==> config.mk <==
export PLATFORM = sky130hd
export DESIGN_NAME = ht_cmd_arbiter
export DESIGN_NICKNAME = d
export VERILOG_FILES = /design/src/rtl/ht_cmd_arbiter.sv
export SDC_FILE = /design/constraint.sdc
export NUM_CORES = 1
export LEC_CHECK = 0
export ABC_AREA = 1
export ABC_CLOCK_PERIOD_IN_PS = 7450
export BUFFER_PORTS_ARGS = -buffer_cell sky130_fd_sc_hd__buf_2
export CORE_AREA = 2 2 150 152
export DETAILED_ROUTE_END_ITERATION = 7
export DIE_AREA = 0 0 152 154
export GPL_TIMING_DRIVEN = 1
export HOLD_SLACK_MARGIN = 0.02
export RECOVER_POWER = 100
export SETUP_SLACK_MARGIN = 0.3
export SYNTH_ARGS = -nofsm -noshare
export SYNTH_HDL_FRONTEND = slang
export SYNTH_SLANG_ARGS = --single-unit
==> constraint.sdc <==
create_clock -name clk_i -period 7.45 [get_ports clk_i]
set_input_delay 0.745 -clock clk_i [delete_from_list [all_inputs] [get_ports clk_i]]
set_output_delay 0.745 -clock clk_i [all_outputs]
set_load 0.05 [all_outputs]
==> src/rtl/ht_cmd_arbiter.sv <==
`default_nettype none
// ------------------------------------------------------------------
// ht_cmd_arbiter: round-robin sharing of the hash-table command port,
// with in-order result routing through a requester-ID FIFO. Rev 1.0
// ------------------------------------------------------------------
module ht_cmd_arbiter #(
  parameter int REQ_CNT      = 4,
  parameter int CMD_WIDTH    = 50,
  parameter int RES_WIDTH    = 52,
  parameter int MAX_INFLIGHT = 16
) (
  input  logic                             clk_i,
  input  logic                             rst_i,
  input  logic [REQ_CNT*CMD_WIDTH-1:0]     req_cmd_i,
  input  logic [REQ_CNT-1:0]               req_valid_i,
  output logic [REQ_CNT-1:0]               req_ready_o,
  output logic [CMD_WIDTH-1:0]             ht_cmd_o,
  output logic                             ht_cmd_valid_o,
  input  logic                             ht_cmd_ready_i,
  input  logic [RES_WIDTH-1:0]             ht_res_i,
  input  logic                             ht_res_valid_i,
  output logic                             ht_res_ready_o,
  output logic [RES_WIDTH-1:0]             req_res_o,
  output logic [REQ_CNT-1:0]               req_res_valid_o,
  input  logic [REQ_CNT-1:0]               req_res_ready_i,
  output logic [$clog2(MAX_INFLIGHT):0]    inflight_cnt_o,
  output logic                             unexpected_res_o
);

  localparam int ID_W  = $clog2(REQ_CNT);
  localparam int PTR_W = $clog2(MAX_INFLIGHT);
  localparam int CNT_W = PTR_W + 1;
  localparam logic [CNT_W-1:0] FULL_CNT = CNT_W'(MAX_INFLIGHT);
  localparam logic [ID_W-1:0]  RR_RESET = ID_W'(REQ_CNT - 1);

  logic                 slot_full;
  logic [ID_W-1:0]      rr_ptr;
  logic [CNT_W-1:0]     cnt;
  logic [PTR_W-1:0]     wr_ptr;
  logic [PTR_W-1:0]     rd_ptr;
  logic [ID_W-1:0]      id_mem [MAX_INFLIGHT];
  logic                 unexpected;

  logic                 grant_found;
  logic [ID_W-1:0]      grant_id;
  logic                 grant;
  logic [CMD_WIDTH-1:0] grant_cmd;
  logic                 slot_free;
  logic                 can_accept;
  logic                 res_pop;
  logic                 fifo_empty;
  logic [ID_W-1:0]      head;
  logic [REQ_CNT-1:0]   head_sel_ready;
  logic                 head_ready;

  assign fifo_empty = (cnt == '0);
  assign head       = id_mem[rd_ptr];
  assign slot_free  = !slot_full || ht_cmd_ready_i;
  assign res_pop    = ht_res_valid_i && ht_res_ready_o;
  // A pop in the same cycle frees a FIFO entry, so a full FIFO can still accept.
  assign can_accept = slot_free && ((cnt < FULL_CNT) || res_pop);
  assign grant      = can_accept && grant_found;

  // Two-pass scan: indices above rr_ptr first, then wrap to those at or below it.
  always_comb begin
    grant_found = 1'b0;
    grant_id    = '0;
    for (int i = 0; i < REQ_CNT; i++) begin
      if (!grant_found && req_valid_i[i] && (ID_W'(i) > rr_ptr)) begin
        grant_found = 1'b1;
        grant_id    = ID_W'(i);
      end
    end
    for (int i = 0; i < REQ_CNT; i++) begin
      if (!grant_found && req_valid_i[i] && (ID_W'(i) <= rr_ptr)) begin
        grant_found = 1'b1;
        grant_id    = ID_W'(i);
      end
    end
  end

  always_comb begin
    grant_cmd = '0;
    for (int i = 0; i < REQ_CNT; i++) begin
      if (grant_id == ID_W'(i)) begin
        grant_cmd = req_cmd_i[i*CMD_WIDTH +: CMD_WIDTH];
      end
    end
  end

  for (genvar g = 0; g < REQ_CNT; g++) begin : g_req
    assign req_ready_o[g]     = grant && (grant_id == ID_W'(g));
    assign req_res_valid_o[g] = ht_res_valid_i && !fifo_empty && (head == ID_W'(g));
    assign head_sel_ready[g]  = req_res_ready_i[g] && (head == ID_W'(g));
  end

  assign head_ready       = |head_sel_ready;
  assign ht_res_ready_o   = !fifo_empty && head_ready;
  assign req_res_o        = ht_res_i;
  assign ht_cmd_valid_o   = slot_full;
  assign inflight_cnt_o   = cnt;
  assign unexpected_res_o = unexpected;

  always_ff @(posedge clk_i) begin
    if (rst_i) begin
      slot_full <= 1'b0;
      ht_cmd_o  <= '0;
      rr_ptr    <= RR_RESET;
    end else if (grant) begin
      slot_full <= 1'b1;
      ht_cmd_o  <= grant_cmd;
      rr_ptr    <= grant_id;
    end else if (ht_cmd_ready_i) begin
      slot_full <= 1'b0;
    end
  end

  always_ff @(posedge clk_i) begin
    if (rst_i) begin
      cnt        <= '0;
      wr_ptr     <= '0;
      rd_ptr     <= '0;
      unexpected <= 1'b0;
    end else begin
      if (grant) begin
        wr_ptr <= wr_ptr + PTR_W'(1);
      end
      if (res_pop) begin
        rd_ptr <= rd_ptr + PTR_W'(1);
      end
      case ({grant, res_pop})
        2'b10:   cnt <= cnt + CNT_W'(1);
        2'b01:   cnt <= cnt - CNT_W'(1);
        default: cnt <= cnt;
      endcase
      if (ht_res_valid_i && fifo_empty) begin
        unexpected <= 1'b1;
      end
    end
  end

  // Storage is not reset; occupancy is tracked by cnt alone.
  always_ff @(posedge clk_i) begin
    if (grant) begin
      id_mem[wr_ptr] <= grant_id;
    end
  end

endmodule
`default_nettype wire

==> results of run 1 <==
==> power groups by stage <==
| stage | Sequential (W) | Combinational, W | Clock [W] |
|---|---|---|---|
| detailed placement | 0.000807 | 0.00143 | 0 |
| global placement | 0.000803 | 0.00142 | 0 |
| global route | 0.000817 | 0.00153 | 0.000525 |
| finish | 0.000796 | 0.00137 | 0.000484 |
| floorplan | 0.00113 | 0.000848 | 0 |
| CTS | 0.000795 | 0.00143 | 0.000505 |
==> registers in the layout (all words and copies together), names as in the netlist, named ones only <==
name	cells
ht_cmd_o	50
ht_cmd_valid_o	1
rr_ptr	2
wr_ptr	4
inflight_cnt_o	5
unexpected_res_o	1
rd_ptr	4
id_mem	32
==> worst register-to-register path, cell delays in order (launching register included) <==
cell        delay (ns)
dfxtp_1           0.69
clkinvlp_2        0.58
nand2_1           0.21
nand3_1           0.09
nand3_1           0.09
nand3_1           0.07
nand2_1           0.18
inv_2             0.07
nand3_2           0.06
nand2_2           0.05
o21ai_0           0.43
nand2_1           0.31
nand2_4           0.36
buf_4             0.69
inv_1             0.32
nand2_1           0.25
nor2_1            0.11
==> synthesized netlist by cell type, types with 2 or more instances <==
cell,number
buf_1,5
inv_1,91
ha_1,9
a21oi_2,2
nand2_2,8
inv_2,6
xor2_1,4
or2_1,2
a21oi_1,12
dfxtp_1,71
o21ai_1,2
xnor2_1,2
clkbuf_1,17
buf_2,13
nand3_1,84
o21ai_0,9
nor2_1,142
nand2_1,320
buf_4,53
buf_6,11
edfxtp_1,32
nor3_1,5
nand4_1,51
==> layout by cell type (no fill, tap or decap), types with 2 or more instances in the layout <==
cell and instances:
nand2_1 322, nand3_1 84, nor3_1 5, nand4_1 51
buf_2 211, xor2_1 4, edfxtp_1 32, o21ai_0 11
clkinv_4 2, nand2_2 5, or2_1 2, nor2_1 141
clkbuf_16 9, clkbuf_1 67, xnor2_1 2, ha_1 9
dfxtp_1 71, buf_4 5, clkinv_8 3, a21oi_1 13
inv_1 91, inv_2 5
==> worst max-delay path by stage <==
stage | start | endpoint | slack [ns]
global placement | req_valid_i[2] | req_ready_o[2] | 3.27
floorplan | req_valid_i[2] | req_ready_o[2] | 3.90
detailed placement | req_valid_i[1] | req_ready_o[2] | 3.24
CTS | register | req_ready_o[3] | 2.98
global route | register | req_ready_o[1] | 1.32
finish | register | req_ready_o[3] | 1.99
==> cell families after synthesis <==
family                     Yosys count
xor gates and xnor gates             6
and+or+nand+nor                    615
adders and majority gates           10
buffers and inverters              198
AOI/OAI and AO/OA                   29
DFF                                103
==> per-layer routing <==
metal	GRT usage (%)	up-vias	part of all wire [%]	wire length (um)
li1	-	3351	-	-
met4	6.453	0	2.7	512
met2	27.76	268	50	9369
met3	3.805	47	6.7	1251
met5	0	-	0	0
met1	18.25	2902	41	7662
==> cell type report <==
type | count | area, sq um | share of cell area, %
timing repair buffer | 283 | 1345 | 17.49
clock buffer | 9 | 225.2 | 2.928
inverter | 98 | 369.1 | 4.799
multi-input combinational | 660 | 2933 | 38.13
tap | 280 | 350.3 | 4.555
sequential | 103 | 2382 | 30.97
clock inverter | 7 | 86.33 | 1.122
==> per-stage QoR <==
| stage | hold slack [ns] | setup slack (ns) | utilization [%] | instance area [sq um] |
|---|---|---|---|---|
| after floorplan | 0.4594 | 3.896 | - | 6377 |
| after global placement | 0.4439 | 3.273 | 34.54 | 7492 |
| after detailed placement | 0.4549 | 3.235 | 34.54 | 7492 |
| after CTS | 0.4775 | 2.978 | 35.98 | 7804 |
| after global routing | 0.4993 | 1.315 | 35.46 | 7691 |
| final | 0.4732 | 1.990 | 35.46 | 7691 |
==> out/metrics.yaml, run 1 <==
synthTopCellsByArea: "dfxtp_1, nand2_1, edfxtp_1"
place_hpwl_um: 14160
drtIter0Drc: 426
regToRegSetupSlack_ns: 2.63
intPower_w: 0.001306
max-cap-violations: 1
fmax_ghz: 0.1832
synth_top_family_by_area: "simple AND/OR/NAND/NOR gates"
finalHoldViolCount: 0
ctsResizeCount: 0
violations: "capacitance limit, slew limit"
syn_avg_cell_area_sq_um: 6.636
via_per_inst: 4.561
wl_per_cell_um: 13.05
vias: 6568
synth_compound_area_share_pct: 2.668
numCtsBuffers: 9
grt_pass1_wl_um: 30260
drc: 0
p_comb_share_pct: 51.7
n_antenna_cell: 0
fp.dieW_um: 152
syn_nets: 1235
synthToLayoutAreaGrowth_pct: 20.60
dieArea_sq_mm: 0.02341
p_sw_w: 0.001346
tightest_slew_ns: 1.597
antenna_found_initial: 0
netlist.area_leader.share_pct: 22.29
finalMaxSlewViolations: 36
clkTransAtPathRegs_ns: 0.08
power_density_mw_per_mm2: 344.9
cts_setup_buffers: 0
fin_setup_tns_ns: 0
min_period_ns: 5.460
dr.pass1.iters: 8
drive_above_1_share_pct: 21.29
critPathSlowestCell: "dfxtp_1"
finalSetupViolCount: 0
ys_seq_area_share_pct: 37.36
synthFlopType: "dfxtp_1"
status: "finished, violations left"
worstPathArrival_ns: 4.71
yosys.area.top_type: "dfxtp_1"
grt_max_degree: 86
fp.coreArea_sq_mm: 0.02169
final_nets: 1429
place_congestion: 0.8599
grt_pass1_vias: 6113
seq_power_share_pct: 30.0
ff2ff_path_depth: 16
synth-seq-cells: 103
cpPeakStageDelay_ns: 0.69
min_path_type: "reg -> reg"
critPathBufInv: 4
boundaryPins: 382
hold_end: "unexpected_res_o"
min-delay-start: "unexpected_res_o"
layout.cells.non_filler: 1440
floorplan.initialDensity_pct: 29.40
power_w: 0.002653
synthSimpleGateAreaFrac_pct: 40.53
synth-edff-count: 32
ys_warn_count: 0
netlist_instances: 961
gr-usage-all-layers_pct: 15.72
cp_max_fo: 85
overflow: 0
clock-sinks: 103
crit_chain: "clkinvlp_2 > nand2_1 > nand3_1 > nand3_1 > nand3_1 > nand2_1 > inv_2 > nand3_2 > nand2_2 > o21ai_0 > nand2_1 > nand2_4 > buf_4 > nor2_1 > clkbuf_1"
cp_top_family: "buffers and inverters"
slew_headroom_pct: -6.454
p_clk_share_pct: 18.3
drtAntennaViolNets: 0
synth_fa_ha_area_share_pct: 2.080
ys_async_sr_fraction_pct: 0
io_buffers: 277
n_fill_cell: 2374
rsz0062_at_grt: "false"
clockBufferDepth: 2
hold_depth: 2
crit_type: "reg -> out"
h-tree-depth: 3
crit_path_end_kind: "output port"
ir_drop_uv: 142.3
leakagePower_nw: 3.687
r2r_end: "id_mem[8][1]"
rows: 54
root_buffer: "clkbuf_16"
cts_tree: "done"
synthDistinctLibCells: 33
start_kind: "register"
post-route-period-util_pct: 73.28
muxShareOfSynthArea_pct: 0
dp.cells: 1424
routed_wl_um: 18800
synth_area_sq_mm: 0.006377
cts_hold_buffers: 0
crit_cells: 15
worstSkewPairLatency_ns: 0.36
crit_required_ns: 6.70
synthXorXnorAreaFrac_pct: 0.8240
die_h_um: 154
power.share.switching_pct: 50.75
fin_skew_ns: 0.01363
Note: power is estimated with default switching activity, not from simulation.
==> inputs of run 2 (changes only) <==
--- a/config.mk
+++ b/config.mk
@@ -6,11 +6,11 @@
 export NUM_CORES = 1
 export LEC_CHECK = 0
 export ABC_AREA = 1
-export ABC_CLOCK_PERIOD_IN_PS = 7450
+export ABC_CLOCK_PERIOD_IN_PS = 5500
 export BUFFER_PORTS_ARGS = -buffer_cell sky130_fd_sc_hd__buf_2
-export CORE_AREA = 2 2 150 152
+export CORE_AREA = 2 2 147 149
 export DETAILED_ROUTE_END_ITERATION = 7
-export DIE_AREA = 0 0 152 154
+export DIE_AREA = 0 0 149 151
 export GPL_TIMING_DRIVEN = 1
 export HOLD_SLACK_MARGIN = 0.02
 export RECOVER_POWER = 100
==> constraint.sdc (replaced) <==
create_clock -name clk_i -period 5.5 [get_ports clk_i]
set_input_delay 0.55 -clock clk_i [delete_from_list [all_inputs] [get_ports clk_i]]
set_output_delay 0.55 -clock clk_i [all_outputs]
set_load 0.05 [all_outputs]
==> run 2 against run 1 <==
  * The flow now finishes without violations
  * Design area decreased by 0.39%
  * First-iteration DRC count decreased by 20%
  * Final cell count decreased by 0.28%
  * Wire length decreased by 1.3%
  * Clock power increased by 24%
  * Die area decreased by 3.9%
  * Clock skew decreased by 0.0035 ns
  * Non-clock buffer count increased by 1
  * Sequential share of layout area increased by 0.12 points
  * Combinational power increased by 36%
  * Critical endpoint is now req_ready_o[0]
==> out/metrics.yaml, run 2 (synthesis gave the netlist of run 1 again) <==
finalMaxSlewViolations: 0  # -100%
gr-usage-all-layers_pct: 15.92  # +0.21 points
worstSkewPairLatency_ns: 0.35  # about the same
drive_above_1_share_pct: 21.10  # -0.19 points
fin_skew_ns: 0.01010  # -0.003533 ns
status: "finished, final reports clean"
crit_path_end_kind: "output port"
clock-sinks: 103  # unchanged
overflow: 0  # unchanged
p_sw_w: 0.001785  # +33%
place_congestion: 0.7882  # -8.3%
cts_tree: "done"
r2r_end: "inflight_cnt_o[4]"
cts_hold_buffers: 0  # unchanged
fp.dieW_um: 149  # -2.0%
ctsResizeCount: 0  # unchanged
regArea_sq_mm: 0.002382  # unchanged
power_density_mw_per_mm2: 462.1  # +34%
synthToLayoutAreaGrowth_pct: 20.13
max-cap-violations: 0  # -1
min_period_ns: 4.435
regMostFlops: "ht_cmd_o"
final_nets: 1430  # +0.070%
ff2ff_path_depth: 21  # +5
layout.cells.non_filler: 1436  # -0.28%
floorplan.initialDensity_pct: 30.63  # +1.2 points
boundaryPins: 382  # unchanged
rows: 53  # -1.9%
worstPathArrival_ns: 3.88  # -0.83 ns
numCtsBuffers: 9  # unchanged
post-route-period-util_pct: 80.63
final_common_cell: "nand2_1"
vias: 6470  # -1.5%
cts_setup_buffers: 0  # unchanged
power.share.switching_pct: 50.43  # -0.32 points
grt_pass1_wl_um: 28830  # -4.7%
fp.coreArea_sq_mm: 0.02082  # -4.0%
n_antenna_cell: 0  # unchanged
n_fill_cell: 2321  # -2.2%
drtAntennaViolNets: 0  # unchanged
die_h_um: 151  # -1.9%
intPower_w: 0.001755  # +34%
routed_wl_um: 18560  # -1.3%
p_clk_share_pct: 16.9  # -1.4 points
root_buffer: "clkbuf_16"
dp.cells: 1420  # -0.28%
seq_power_share_pct: 30.5  # +0.5 points
crit_required_ns: 4.95  # -1.75 ns
via_per_inst: 4.506  # -1.2%
wl_per_cell_um: 12.92  # -1.0%
grt_max_degree: 70  # -19%
io_buffers: 277  # unchanged
ir_drop_uv: 144.2  # +1.3%
h-tree-depth: 3  # unchanged
p_comb_share_pct: 52.6  # +0.9 points
largest_register_ffs: 50  # unchanged
min_path_type: "in -> reg"
dieArea_sq_mm: 0.02250  # -3.9%
cp_max_fo: 68  # -20%
fmax_ghz: 0.2255
fin_setup_tns_ns: 0  # unchanged
clockBufferDepth: 2  # unchanged
finalHoldViolCount: 0  # unchanged
drtIter0Drc: 342  # -20%
antenna_found_initial: 0  # unchanged
leakagePower_nw: 3.682  # -0.12%
grt_pass1_vias: 5964  # -2.4%
clkTransAtPathRegs_ns: 0.07  # about the same
slew_headroom_pct: 26.65  # +33 points
start_kind: "register"
multi_input_area_sq_mm: 0.002940  # +0.26%
crit_type: "reg -> out"
worstSetupEndpoint: "req_ready_o[0]"
final_cell_mix: "nand2_1, buf_2, nor2_1"
rsz0062_at_grt: "false"
finalSetupViolCount: 0  # unchanged
tightest_slew_ns: 1.100  # -0.4965 ns
drc: 0  # unchanged
place_hpwl_um: 13630  # -3.8%
regToRegSetupSlack_ns: 1.45  # -1.18 ns
dr.pass1.iters: 5  # -3
-- run 2: cell count changes in the layout (fill, tap and decap cells not counted), moves of 2 or more --
cell / change
clkinvlp_4: +2
inv_1: +2
nand2_2: -3
nand2_1: +3
clkinv_8: -3
clkinv_2: +2
-- run 2: final cells by class --
type | count | area share [%]
Clock buffer | 9 | 2.940
Multi-Input combinational cell | 660 | 38.38
Inverter | 98 | 4.834
Timing Repair Buffer | 284 | 17.62
Clock inverter | 7 | 0.6369
Sequential cell | 103 | 31.10
Tap cell | 275 | 4.491
-- run 2: per-layer routing --
metal	track usage (%)	up-vias	wire length, um	share of wire [%]
met5	0	-	0	0
met2	27.03	219	9064	49
met3	3.283	47	1135	6.1
li1	-	3358	-	-
met1	19.19	2846	7764	42
met4	7.952	0	593	3.2
-- run 2: worst min-delay path by stage --
stage | slack [ns] | to | cells past startpoint | start
3_3_place_gp | 0.45 | unexpected_res_o | 2 | unexpected_res_o
3_5_place_dp | 0.46 | unexpected_res_o | 2 | unexpected_res_o
5_1_grt | 0.46 | unexpected_res_o | 3 | ht_res_valid_i
2_1_floorplan | 0.46 | register | 1 | rd_ptr[0]
6_report | 0.45 | unexpected_res_o | 3 | ht_res_valid_i
4_1_cts | 0.44 | unexpected_res_o | 3 | ht_res_valid_i
-- run 2: per-stage QoR --
step / setup WS [ns] / total power, W / area (sq um) / hold WS, ns / utilization, %
3_3_place_gp: 1.715 / 0.003018 / 7493 / 0.4472 / 35.99
6_report: 1.065 / 0.003540 / 7661 / 0.4542 / 36.79
2_1_floorplan: 2.174 / 0.002673 / 6377 / 0.4594 / -
3_5_place_dp: 1.626 / 0.003026 / 7493 / 0.4558 / 35.99
5_1_grt: 0.5991 / 0.003820 / 7661 / 0.4558 / 36.79
4_1_cts: 1.289 / 0.003643 / 7767 / 0.4426 / 37.30
-- run 2: worst max-delay path: stages (launching register included) --
cell and delay, ns:
dfxtp_1 0.71, inv_4 0.16, nand2_1 0.10, nand3_1 0.07, nand3_1 0.09, nand3_1 0.07, nand2_1 0.18, inv_1 0.10
nand3_1 0.08, nand2_1 0.09, o21ai_4 0.20, nand2_1 0.18, nand2_4 0.40, buf_4 0.62, nor3_1 0.11, clkbuf_1 0.34
-- run 2: power groups by stage --
stage               registers [W]  clock network (W)  logic (W)
finish                    0.00108           0.000600    0.00186
detailed placement        0.00109                  0    0.00194
global placement          0.00109                  0    0.00193
global route              0.00110           0.000654    0.00206
floorplan                 0.00152                  0    0.00115
CTS                       0.00108           0.000624    0.00194
==> inputs of run 3 (changes only) <==
--- a/config.mk
+++ b/config.mk
@@ -6,7 +6,7 @@
 export NUM_CORES = 1
 export LEC_CHECK = 0
 export ABC_AREA = 1
-export ABC_CLOCK_PERIOD_IN_PS = 5500
+export ABC_CLOCK_PERIOD_IN_PS = 4500
 export BUFFER_PORTS_ARGS = -buffer_cell sky130_fd_sc_hd__buf_2
 export CORE_AREA = 2 2 147 149
 export DETAILED_ROUTE_END_ITERATION = 7
==> constraint.sdc (replaced) <==
create_clock -name clk_i -period 4.5 [get_ports clk_i]
set_input_delay 0.45 -clock clk_i [delete_from_list [all_inputs] [get_ports clk_i]]
set_output_delay 0.45 -clock clk_i [all_outputs]
set_load 0.05 [all_outputs]
==> run 3 against run 2 <==
  * Via count grew 0.20%
  * Largest cell class unchanged
  * Critical path type unchanged
  * Largest power group unchanged
  * Register-to-register slack lost 0.71 ns
  * Sequential power grew 22%
  * Final cell count is the same
  * Non-clock buffer count is the same
  * Critical path depth is the same
==> out/metrics.yaml, run 3 (synthesis gave the netlist of run 1 again) <==
hold_depth: 3  # unchanged
fmax_ghz: 0.2598
dieArea_sq_mm: 0.02250  # unchanged
min_period_ns: 3.850
place_ws_ns: 0.6832  # -0.9430 ns
leakagePower_nw: 3.697  # +0.41%
clkTransAtPathRegs_ns: 0.08  # about the same
drc: 0  # unchanged
ctsResizeCount: 0  # unchanged
cpPeakStageDelay_ns: 0.54  # -0.17 ns
start_kind: "register"
root_buffer: "clkbuf_16"
n_fill_cell: 2305  # -0.69%
min-delay-start: "ht_res_valid_i"
h-tree-depth: 3  # unchanged
crit_required_ns: 4.05  # -0.90 ns
worstPathArrival_ns: 3.40  # -0.48 ns
die_h_um: 151  # unchanged
critPathSlowestCell: "dfxtp_2"
crit_path_end_kind: "output port"
dr.pass1.iters: 5  # unchanged
power_w: 0.004387  # +24%
final_nets: 1430  # unchanged
worst_slack_ns: 0.6502  # -0.4149 ns
via_per_inst: 4.515  # +0.20%
overflow: 0  # unchanged
cp_max_fo: 78  # +15%
routed_wl_um: 18420  # -0.75%
ff2ff_path_depth: 22  # +4.8%
fp.coreArea_sq_mm: 0.02082  # unchanged
place_hpwl_um: 13730  # +0.75%
drtIter0Drc: 357  # +4.4%
fp.dieW_um: 149  # unchanged
largest_register_ffs: 50  # unchanged
synthToLayoutAreaGrowth_pct: 20.62
grt_pass1_wl_um: 28910  # +0.29%
vias: 6483  # +0.20%
post-route-period-util_pct: 85.55
floorplan.initialDensity_pct: 30.63  # unchanged
fin_skew_ns: 0.01168  # +0.001580 ns
final_common_cell: "nand2_1"
min_path_type: "in -> reg"
clockBufferDepth: 2  # unchanged
cts_hold_buffers: 0  # unchanged
drive_above_1_share_pct: 21.36  # +0.26 points
cp_top_family: "simple AND/OR/NAND/NOR gates"
drtAntennaViolNets: 0  # unchanged
grt_max_degree: 79  # +13%
crit_type: "reg -> out"
regToRegSetupSlack_ns: 0.74  # -0.71 ns
clock-sinks: 103  # unchanged
finalSetupViolCount: 0  # unchanged
tightest_slew_ns: 1.184  # +0.08404 ns
max-cap-violations: 0  # unchanged
finalMaxSlewViolations: 0  # unchanged
cts_setup_buffers: 0  # unchanged
crit_chain: "inv_4 > nand2_1 > nand3_1 > nand3_1 > nand3_1 > nand2_1 > inv_1 > nand3_1 > nand2_1 > o21ai_4 > nand2_1 > nand2_4 > buf_6 > nor3_1 > buf_2"
regArea_sq_mm: 0.002384  # about the same
utilization_pct: 36.94  # +0.15 points
rows: 53  # unchanged
io_buffers: 277  # unchanged
whs_ns: 0.3453  # -0.1089 ns
gr-usage-all-layers_pct: 16.13  # +0.21 points
boundaryPins: 382  # unchanged
r2r_end: "inflight_cnt_o[4]"
hold_end: "unexpected_res_o"
worstSkewPairLatency_ns: 0.35  # about the same
status: "finished, final reports clean"
rsz0062_at_grt: "false"
place_congestion: 0.8178  # +3.8%
final_cell_mix: "nand2_1, buf_2, nor2_1"
grt_pass1_vias: 5950  # -0.23%
wl_per_cell_um: 12.83  # -0.75%
critPathBufInv: 4  # unchanged
ir_drop_uv: 176.6  # +22%
n_antenna_cell: 0  # unchanged
slew_headroom_pct: 21.04  # -5.6 points
finalHoldViolCount: 0  # unchanged
antenna_found_initial: 0  # unchanged
multi_input_area_sq_mm: 0.002943  # about the same
fin_setup_tns_ns: 0  # unchanged
regMostFlops: "ht_cmd_o"
numCtsBuffers: 9  # unchanged
power_density_mw_per_mm2: 570.3  # +23%
cts_tree: "done"
run 3: power by group:
group,total [W],internal (W),switching [W]
Sequential,0.00132,0.00119,0.000125
Clock,0.000798,0.000436,0.000362
Combinational,0.00227,0.000577,0.00169
run 3: worst max-delay path by stage:
stage	slack [ns]	to	cells after the start
after detailed placement	0.68	inflight_cnt_o[4]	21
after global placement	0.77	inflight_cnt_o[4]	21
after CTS	0.34	req_ready_o[0]	15
after floorplan	1.27	inflight_cnt_o[4]	19
after global routing	0.25	req_ready_o[0]	15
final	0.65	req_ready_o[0]	15
run 3: cell type report:
| type | instances | share of cell area [%] |
|---|---|---|
| multi-input cells | 660 | 38.26 |
| flip-flops and latches | 103 | 30.99 |
| repair buffers | 284 | 17.60 |
| inverters | 98 | 4.815 |
| well taps | 275 | 4.473 |
| clock buffers | 10 | 2.977 |
| clock inverters | 6 | 0.8946 |
run 3: metrics by stage:
step	cell area, sq um	std cells
after floorplan	6377	961
after global placement	7493	1420
after detailed placement	7493	1420
after CTS	7791	1436
after global routing	7692	1436
final	7692	1436
run 3: metal layers:
layer  global-route usage, %  up-vias  routed length, um
met5                       0        -                  0
met4                   8.810        0                693
met3                   3.343       56               1176
met2                   28.06      231               9156
met1                   18.59     2839               7392
li1                        -     3357                  -
run 3: worst min-delay path: cells and delay by family:
| kind | cells | cell delay [ns] |
|---|---|---|
| buffers and inverters | 1 | 0.09 |
| and+or+nand+nor | 1 | 0.07 |
| AOI/OAI and AO/OA | 1 | 0.06 |
